--- src/rtl/alu_serial_seq.sv ---
// Bit-serial sequencer for an external alu1bit slice: one bit pair per step, carry fed back.
// Optional zero-result flag port enabled by defining ALU_SERIAL_ZERO_FLAG_EN.
module alu_serial_seq #(
  parameter int unsigned WIDTH  = 64,
  parameter int unsigned SETTLE = 1
) (
  input  logic             clk,
  input  logic             rst_n,
  input  logic             start,
  input  logic [1:0]       op_in,
  input  logic [WIDTH-1:0] a_in,
  input  logic [WIDTH-1:0] b_in,
  output logic             busy,
  output logic             done,
  output logic [WIDTH-1:0] result,
  output logic             cout_out,
`ifdef ALU_SERIAL_ZERO_FLAG_EN
  output logic             zero,
`endif
  output logic             alu_a,
  output logic             alu_b,
  output logic             alu_cin,
  output logic [1:0]       alu_op,
  input  logic             alu_s,
  input  logic             alu_cout
);

  localparam int unsigned IW = (WIDTH > 1) ? $clog2(WIDTH) : 1;
  localparam int unsigned CW = (SETTLE > 1) ? $clog2(SETTLE) : 1;

  typedef enum logic {
    IDLE,
    RUN
  } state_t;

  state_t           state_q, state_d;
  logic [WIDTH-1:0] a_q, a_d;
  logic [WIDTH-1:0] b_q, b_d;
  logic [1:0]       op_q, op_d;
  logic [IW-1:0]    idx_q, idx_d;
  logic [CW-1:0]    cnt_q, cnt_d;
  logic             carry_q, carry_d;
  logic [WIDTH-1:0] result_q, result_d;
  logic             cout_q, cout_d;
  logic             done_q, done_d;
`ifdef ALU_SERIAL_ZERO_FLAG_EN
  logic             zflag_q, zflag_d;
  logic             zero_q, zero_d;
`endif

  logic last_cnt;
  logic last_bit;

  assign last_cnt = (cnt_q == CW'(SETTLE - 1));
  assign last_bit = (idx_q == IW'(WIDTH - 1));

  always_ff @(posedge clk or negedge rst_n) begin
    if (!rst_n) begin
      state_q  <= IDLE;
      a_q      <= '0;
      b_q      <= '0;
      op_q     <= '0;
      idx_q    <= '0;
      cnt_q    <= '0;
      carry_q  <= 1'b0;
      result_q <= '0;
      cout_q   <= 1'b0;
      done_q   <= 1'b0;
`ifdef ALU_SERIAL_ZERO_FLAG_EN
      zflag_q  <= 1'b0;
      zero_q   <= 1'b0;
`endif
    end else begin
      state_q  <= state_d;
      a_q      <= a_d;
      b_q      <= b_d;
      op_q     <= op_d;
      idx_q    <= idx_d;
      cnt_q    <= cnt_d;
      carry_q  <= carry_d;
      result_q <= result_d;
      cout_q   <= cout_d;
      done_q   <= done_d;
`ifdef ALU_SERIAL_ZERO_FLAG_EN
      zflag_q  <= zflag_d;
      zero_q   <= zero_d;
`endif
    end
  end

  always_comb begin
    state_d  = state_q;
    a_d      = a_q;
    b_d      = b_q;
    op_d     = op_q;
    idx_d    = idx_q;
    cnt_d    = cnt_q;
    carry_d  = carry_q;
    result_d = result_q;
    cout_d   = cout_q;
    done_d   = 1'b0;
`ifdef ALU_SERIAL_ZERO_FLAG_EN
    zflag_d  = zflag_q;
    zero_d   = zero_q;
`endif
    case (state_q)
      IDLE: begin
        if (start) begin
          state_d  = RUN;
          a_d      = a_in;
          b_d      = b_in;
          op_d     = op_in;
          idx_d    = '0;
          cnt_d    = '0;
          carry_d  = (op_in == 2'b11);
          result_d = '0;
`ifdef ALU_SERIAL_ZERO_FLAG_EN
          zflag_d  = 1'b1;
`endif
        end
      end
      RUN: begin
        if (last_cnt) begin
          result_d[idx_q] = alu_s;
          carry_d         = alu_cout;
          cnt_d           = '0;
`ifdef ALU_SERIAL_ZERO_FLAG_EN
          zflag_d         = zflag_q & ~alu_s;
`endif
          if (last_bit) begin
            state_d = IDLE;
            done_d  = 1'b1;
            cout_d  = alu_cout;
            idx_d   = '0;
`ifdef ALU_SERIAL_ZERO_FLAG_EN
            zero_d  = zflag_q & ~alu_s;
`endif
          end else begin
            idx_d = idx_q + IW'(1);
          end
        end else begin
          cnt_d = cnt_q + CW'(1);
        end
      end
      default: state_d = IDLE;
    endcase
  end

  // Slice drive comes only from registered state; IDLE forces it to zero.
  assign busy     = (state_q == RUN);
  assign alu_a    = busy ? a_q[idx_q] : 1'b0;
  assign alu_b    = busy ? b_q[idx_q] : 1'b0;
  assign alu_cin  = busy ? carry_q : 1'b0;
  assign alu_op   = busy ? op_q : 2'b00;
  assign done     = done_q;
  assign result   = result_q;
  assign cout_out = cout_q;
`ifdef ALU_SERIAL_ZERO_FLAG_EN
  assign zero     = zero_q;
`endif

endmodule

--- config.mk ---
export PLATFORM = sky130hd
export DESIGN_NAME = alu_serial_seq
export DESIGN_NICKNAME = d
export VERILOG_FILES = /design/src/rtl/alu_serial_seq.sv
export SDC_FILE = /design/constraint.sdc
export NUM_CORES = 1
export LEC_CHECK = 0
export ABC_CLOCK_PERIOD_IN_PS = 3100
export BUFFER_PORTS_ARGS = -buffer_cell sky130_fd_sc_hd__buf_2
export CAP_MARGIN = 20
export CORE_MARGIN = 2
export CORE_UTILIZATION = 35
export DETAILED_ROUTE_END_ITERATION = 12
export HOLD_SLACK_MARGIN = 0.1
export SLEW_MARGIN = 5
export SYNTH_ARGS = -nofsm -noshare
export SYNTH_HDL_FRONTEND = slang
export SYNTH_SLANG_ARGS = --single-unit
--- constraint.sdc ---
create_clock -name clk -period 3.1 [get_ports clk]
set_clock_uncertainty 0.05 [all_clocks]
set_input_delay 0.155 -clock clk [delete_from_list [all_inputs] [get_ports clk]]
set_output_delay 0.155 -clock clk [all_outputs]
set_load 0.01 [all_outputs]
---- Word-level counts from Yosys, hierarchy flattened ----
Index checks and enable logic that the tools add are counted.
word-level totals
  register bits ........................... 205
  latch bits .............................. 0
  bits in writable memories ............... 0
  memory bits (read-only) ................. 0
  input port bits ......................... 135
  output and inout bits ................... 72
  word-level logic and storage cells ...... 55
  memories kept ........................... 0
operators by class
  add/sub/neg operators ................... 2
  $mul .................................... 0
  div/mod/pow operators ................... 0
  $lt $le $gt $ge ......................... 2
  equality and inequality tests ........... 4
  shifts and indexed selects .............. 0
  mux-type cells .......................... 31
  bitwise logic cells ..................... 2
  reductions and logical operators ........ 4
operators by type and width
  cell                                                                                  number
  64-bit 2-to-1 mux                                                                     2
  64-bit case mux with 2 select lines                                                   1
  64-bit bitwise mux                                                                    1
  6-bit 2-to-1 mux                                                                      3
  1-bit 2-to-1 mux                                                                      16
  1-bit binary-select mux with 6-bit select                                             2
  6-bit case mux with 2 select lines                                                    1
  6-bit by 7-bit < comparator with 1-bit output (second input constant)                 1
  6-bit by 1-bit adder with 6-bit output (second input constant)                        1
  1-bit demux with 6-bit select                                                         1
  6-bit equality test (second input constant)                                           1
  6-bit by 1-bit greater-or-equal comparator with 1-bit output (second input constant)  1
  1-bit case mux with 2 select lines                                                    3
  2-bit inequality test (second input constant)                                         2
  2-bit AND reduction                                                                   2
  3-bit AND reduction                                                                   1
  2-bit equality test (second input constant)                                           1
  2-bit 2-to-1 mux                                                                      1
  1-bit NOT                                                                             2
  1-bit adder (second input constant)                                                   1
  1-bit logical AND                                                                     1

---- Longest topological paths before layout ----
  depth after elaboration ................. 7
  gate-level depth with buffers ........... 7
  depth with buffers taken out ............ 5

---- Worst setup path before layout ----
OpenSTA, ideal clock, no wires.
  path kind ............................... register -> output
  start point ............................. register idx_q[2]
  end point ............................... output port alu_b
  data arrival time ....................... 1.820 ns
  required time ........................... 2.895 ns
  path slack .............................. 1.075 ns
  cell stages (with the launch flop) ...... 7
  path buffers ............................ 2
  cell sequence ........................... dfrtp_1 > buf_2 > clkbuf_1 > mux4_2 > a22oi_1 > o22ai_1 > o41a_1
on the way
  longest elaborated chain between the ends .. 3
RTL lines
  what                                       RTL line  RTL
  start: declaration                         40        logic [IW-1:0] idx_q, idx_d;
  start signal: assignment                   78        idx_q <= idx_d;
  1-bit binary-select mux with 6-bit select  152       assign alu_b = busy ? b_q[idx_q] : 1'b0;
  1-bit 2-to-1 mux (not written as such)     152
  1-bit 2-to-1 mux                           152
  end: declaration                           21        output logic alu_b,
Every way passes these cells. The select of a mux whose other input is x is not followed.

---- Worst setup path after layout ----
  start point ............................. register idx_q[3]
  end point ............................... output port alu_b
The elaborated chain is that of the path after synthesis.

==> out/metrics.cfg <==
[setup_path]
r2r.worst_path.cells=5
slowest_delay_ps=670
arrival_ps=2750
cp_top_family=compound AO/OA/AOI/OAI gates
critical_path_class=flip-flop to output port
crit_fanout=19
critPathBufInv=1
crit_path_end_kind=output port
ff2ff_setup_slack_ps=710
path_cells=and3b_1 -> a22oi_1 -> o22ai_1 -> o41a_1 -> buf_2
r2r-end=result[45]
cp.required_ps=2890
crit_path_top_delay_cell=dfrtp_1
start_kind=flip-flop
r2r-start=idx_q[2]

[power_and_ir_drop]
power_density_nw_per_um2=911
comb_power_share_pct=35.6
swShare_pct=36.5
pwr-share-clk_pct=22.9
p_leak_nw=6.55
p_int_mw=7.38
seqPwrFrac_pct=41.4
p_switching_mw=4.24
ir_worst_vdd_mv=0.522

[timing]
postLayoutSetupSlackWorst_ps=149
relSlewSlack_pct=43.8
setup_tns_ps=0
post-route-min-period_ps=2950
setup-violations-final=0
worstMarginPinSlew_ps=842
slew_violations=0
hold-worst-slack_ps=98.8
fmax_mhz=339
rsz0062_at_grt=no
hold_viol_final=0
post-route-period-util_pct=95.2

[place]
port_buffers=206
dp_hpwl_um=19400
place_ws_ps=483
gp_routability_congestion=0.798

[floorplanning]
start_util_pct=35.7
die_area_sq_um=27900
chipHeight_um=167
core_area_sq_um=26100
ios=207
rows=59
die_w_um=167

[final_layout]
layout.nets=1450
area_growth_pct=37.0
fillers=2438
antenna_cells=0
drive_above_1_share_pct=22.8

[route]
wl_per_cell_um=17.7
drtPass1Iterations=5
drtAntennaViolNets=0
viasPerCell=5.11
drt-total-wl_um=29500
drtIter0Drc=714
num_vias=8510
drc_errors=0

[global_routing]
grt_pass1_wl_um=46200
antenna_found_initial=0
grt_max_degree=104
first_global_vias=8372
overflow=0
grt_use_total_pct=20.9

[cts]
cts_max_level=1
clockBufferDepth=3
path_clk_slew_ps=60
cts_tree=yes
numClockSinks=204
insertion_delay_ps=500
clockRootBuffer=clkbuf_16
numCtsBuffers=23

[outcome]
outcome=complete, no violations

[logic_synthesis]
ys_seq_elements=204
synth_cell_types=42
syn_avg_cell_area_sq_um=9.31
synth-edff-count=0
ys_seq_area_share_pct=54.9
synthFlopType=dfrtp_1
syn-cell-area_sq_um=9310
yosysWarnings=0
synth-async-reset-ratio_pct=100
syn_nets=1136
synthCells=1000

[min_path]
hold_end=busy
worstHoldStart=start
hold_class=primary input to flip-flop
hold_depth=3

[job]
cap_violations=0

state kept, by name (all words and copies together), names as in the netlist:
signal,count
a_q,64
b_q,64
busy,1
carry_q,1
cout_out,1
done,1
idx_q,6
op_q,2
result,64
power by group through the flow:
stage               Sequential, mW  Combinational [mW]  Clock [mW]
floorplan                     4.54                2.75           0
global placement              4.84                3.90           0
detailed placement            4.85                4.00           0
CTS                           4.81                4.15        2.70
global route                  4.97                4.59        2.82
finish                        4.81                4.14        2.67
synthesized netlist by cell type, drive strengths merged, types with 3 or more instances:
| cell | count | area [sq um] |
|---|---|---|
| a22o | 3 | 26.3 |
| a22oi | 3 | 22.5 |
| a31oi | 3 | 18.8 |
| and2 | 4 | 25.0 |
| buf | 26 | 134 |
| clkbuf | 44 | 165 |
| dfrtp | 204 | 5100 |
| mux2i | 6 | 60.1 |
| mux4 | 32 | 721 |
| nand2 | 474 | 1780 |
| nand2b | 3 | 18.8 |
| nand3 | 74 | 370 |
| nand4 | 3 | 18.8 |
| nor2 | 14 | 52.6 |
| nor2b | 6 | 37.5 |
| nor3 | 4 | 35.0 |
| o211ai | 63 | 473 |
| o21ai | 11 | 55.1 |
area by class of cell:
| type | count | area [sq um] | share of cell area, % |
|---|---|---|---|
| inverters | 1 | 3.75 | 0.0294 |
| repair buffers | 359 | 2570 | 20.2 |
| clock inverters | 6 | 55.1 | 0.432 |
| clock buffers | 34 | 677 | 5.31 |
| well taps | 335 | 419 | 3.29 |
| multi-input cells | 725 | 3920 | 30.7 |
| flip-flops and latches | 204 | 5110 | 40.1 |
worst min-delay path, stage by stage:
cell and delay (ps):
buf_2 180, nor2_1 150, nor2_1 120
per-layer routing:
metal  global-route usage (%)  routed length, um  vias to the layer above
li1                         -                  -                     3981
met1                     28.9              12800                     4124
met2                     33.3              13600                      352
met3                     4.04               2180                       53
met4                     6.45                952                        0
met5                        0                  0                        -
metrics by stage:
stage	instance area, sq um	power, mW	instances	util [%]
2_1_floorplan	9310	7.30	1000	-
3_3_place_gp	10700	8.74	1490	40.9
3_5_place_dp	10700	8.86	1490	40.9
4_1_cts	12700	11.7	1663	48.8
5_1_grt	12800	12.4	1664	48.9
6_report	12800	11.6	1664	48.9
cell families after synthesis:
family / Yosys count / share of synthesized area [%]
compound gates: 92 / 7.18
mux: 39 / 8.51
flops: 204 / 54.9
fa+ha+maj: 1 / 0.134
buf+inv: 71 / 3.25
simple gates: 592 / 26.0
xor+xnor: 1 / 0.0941
worst max path at each step:
stage | cells after the start | from | to | slack, ps
global route | 5 | idx_q[3] | alu_b | 20
global placement | 6 | idx_q[0] | alu_a | 510
CTS | 6 | idx_q[0] | alu_a | 80
finish | 5 | idx_q[3] | alu_b | 150
detailed placement | 6 | idx_q[0] | alu_a | 480
floorplan | 6 | idx_q[2] | alu_b | 1070
cells in the final DEF, fill, tap and decap left out, types with 6 or more instances in the layout:
master / n
mux2i_1: 6
nand2_1: 473
buf_2: 205
clkbuf_16: 23
dlygate4sd3_1: 133
buf_4: 16
nor2_1: 14
mux4_2: 32
clkbuf_8: 7
o21ai_1: 6
dfrtp_1: 202
nand3_1: 74
o211ai_1: 63
repair_timing:
item	CTS	global route
hold endpoints to repair	232	0
buffers inserted	0	0
gates resized for setup	1	1
hold buffers	133	0
setup endpoints to repair	1	1
Power figures use the tool's default switching activity.
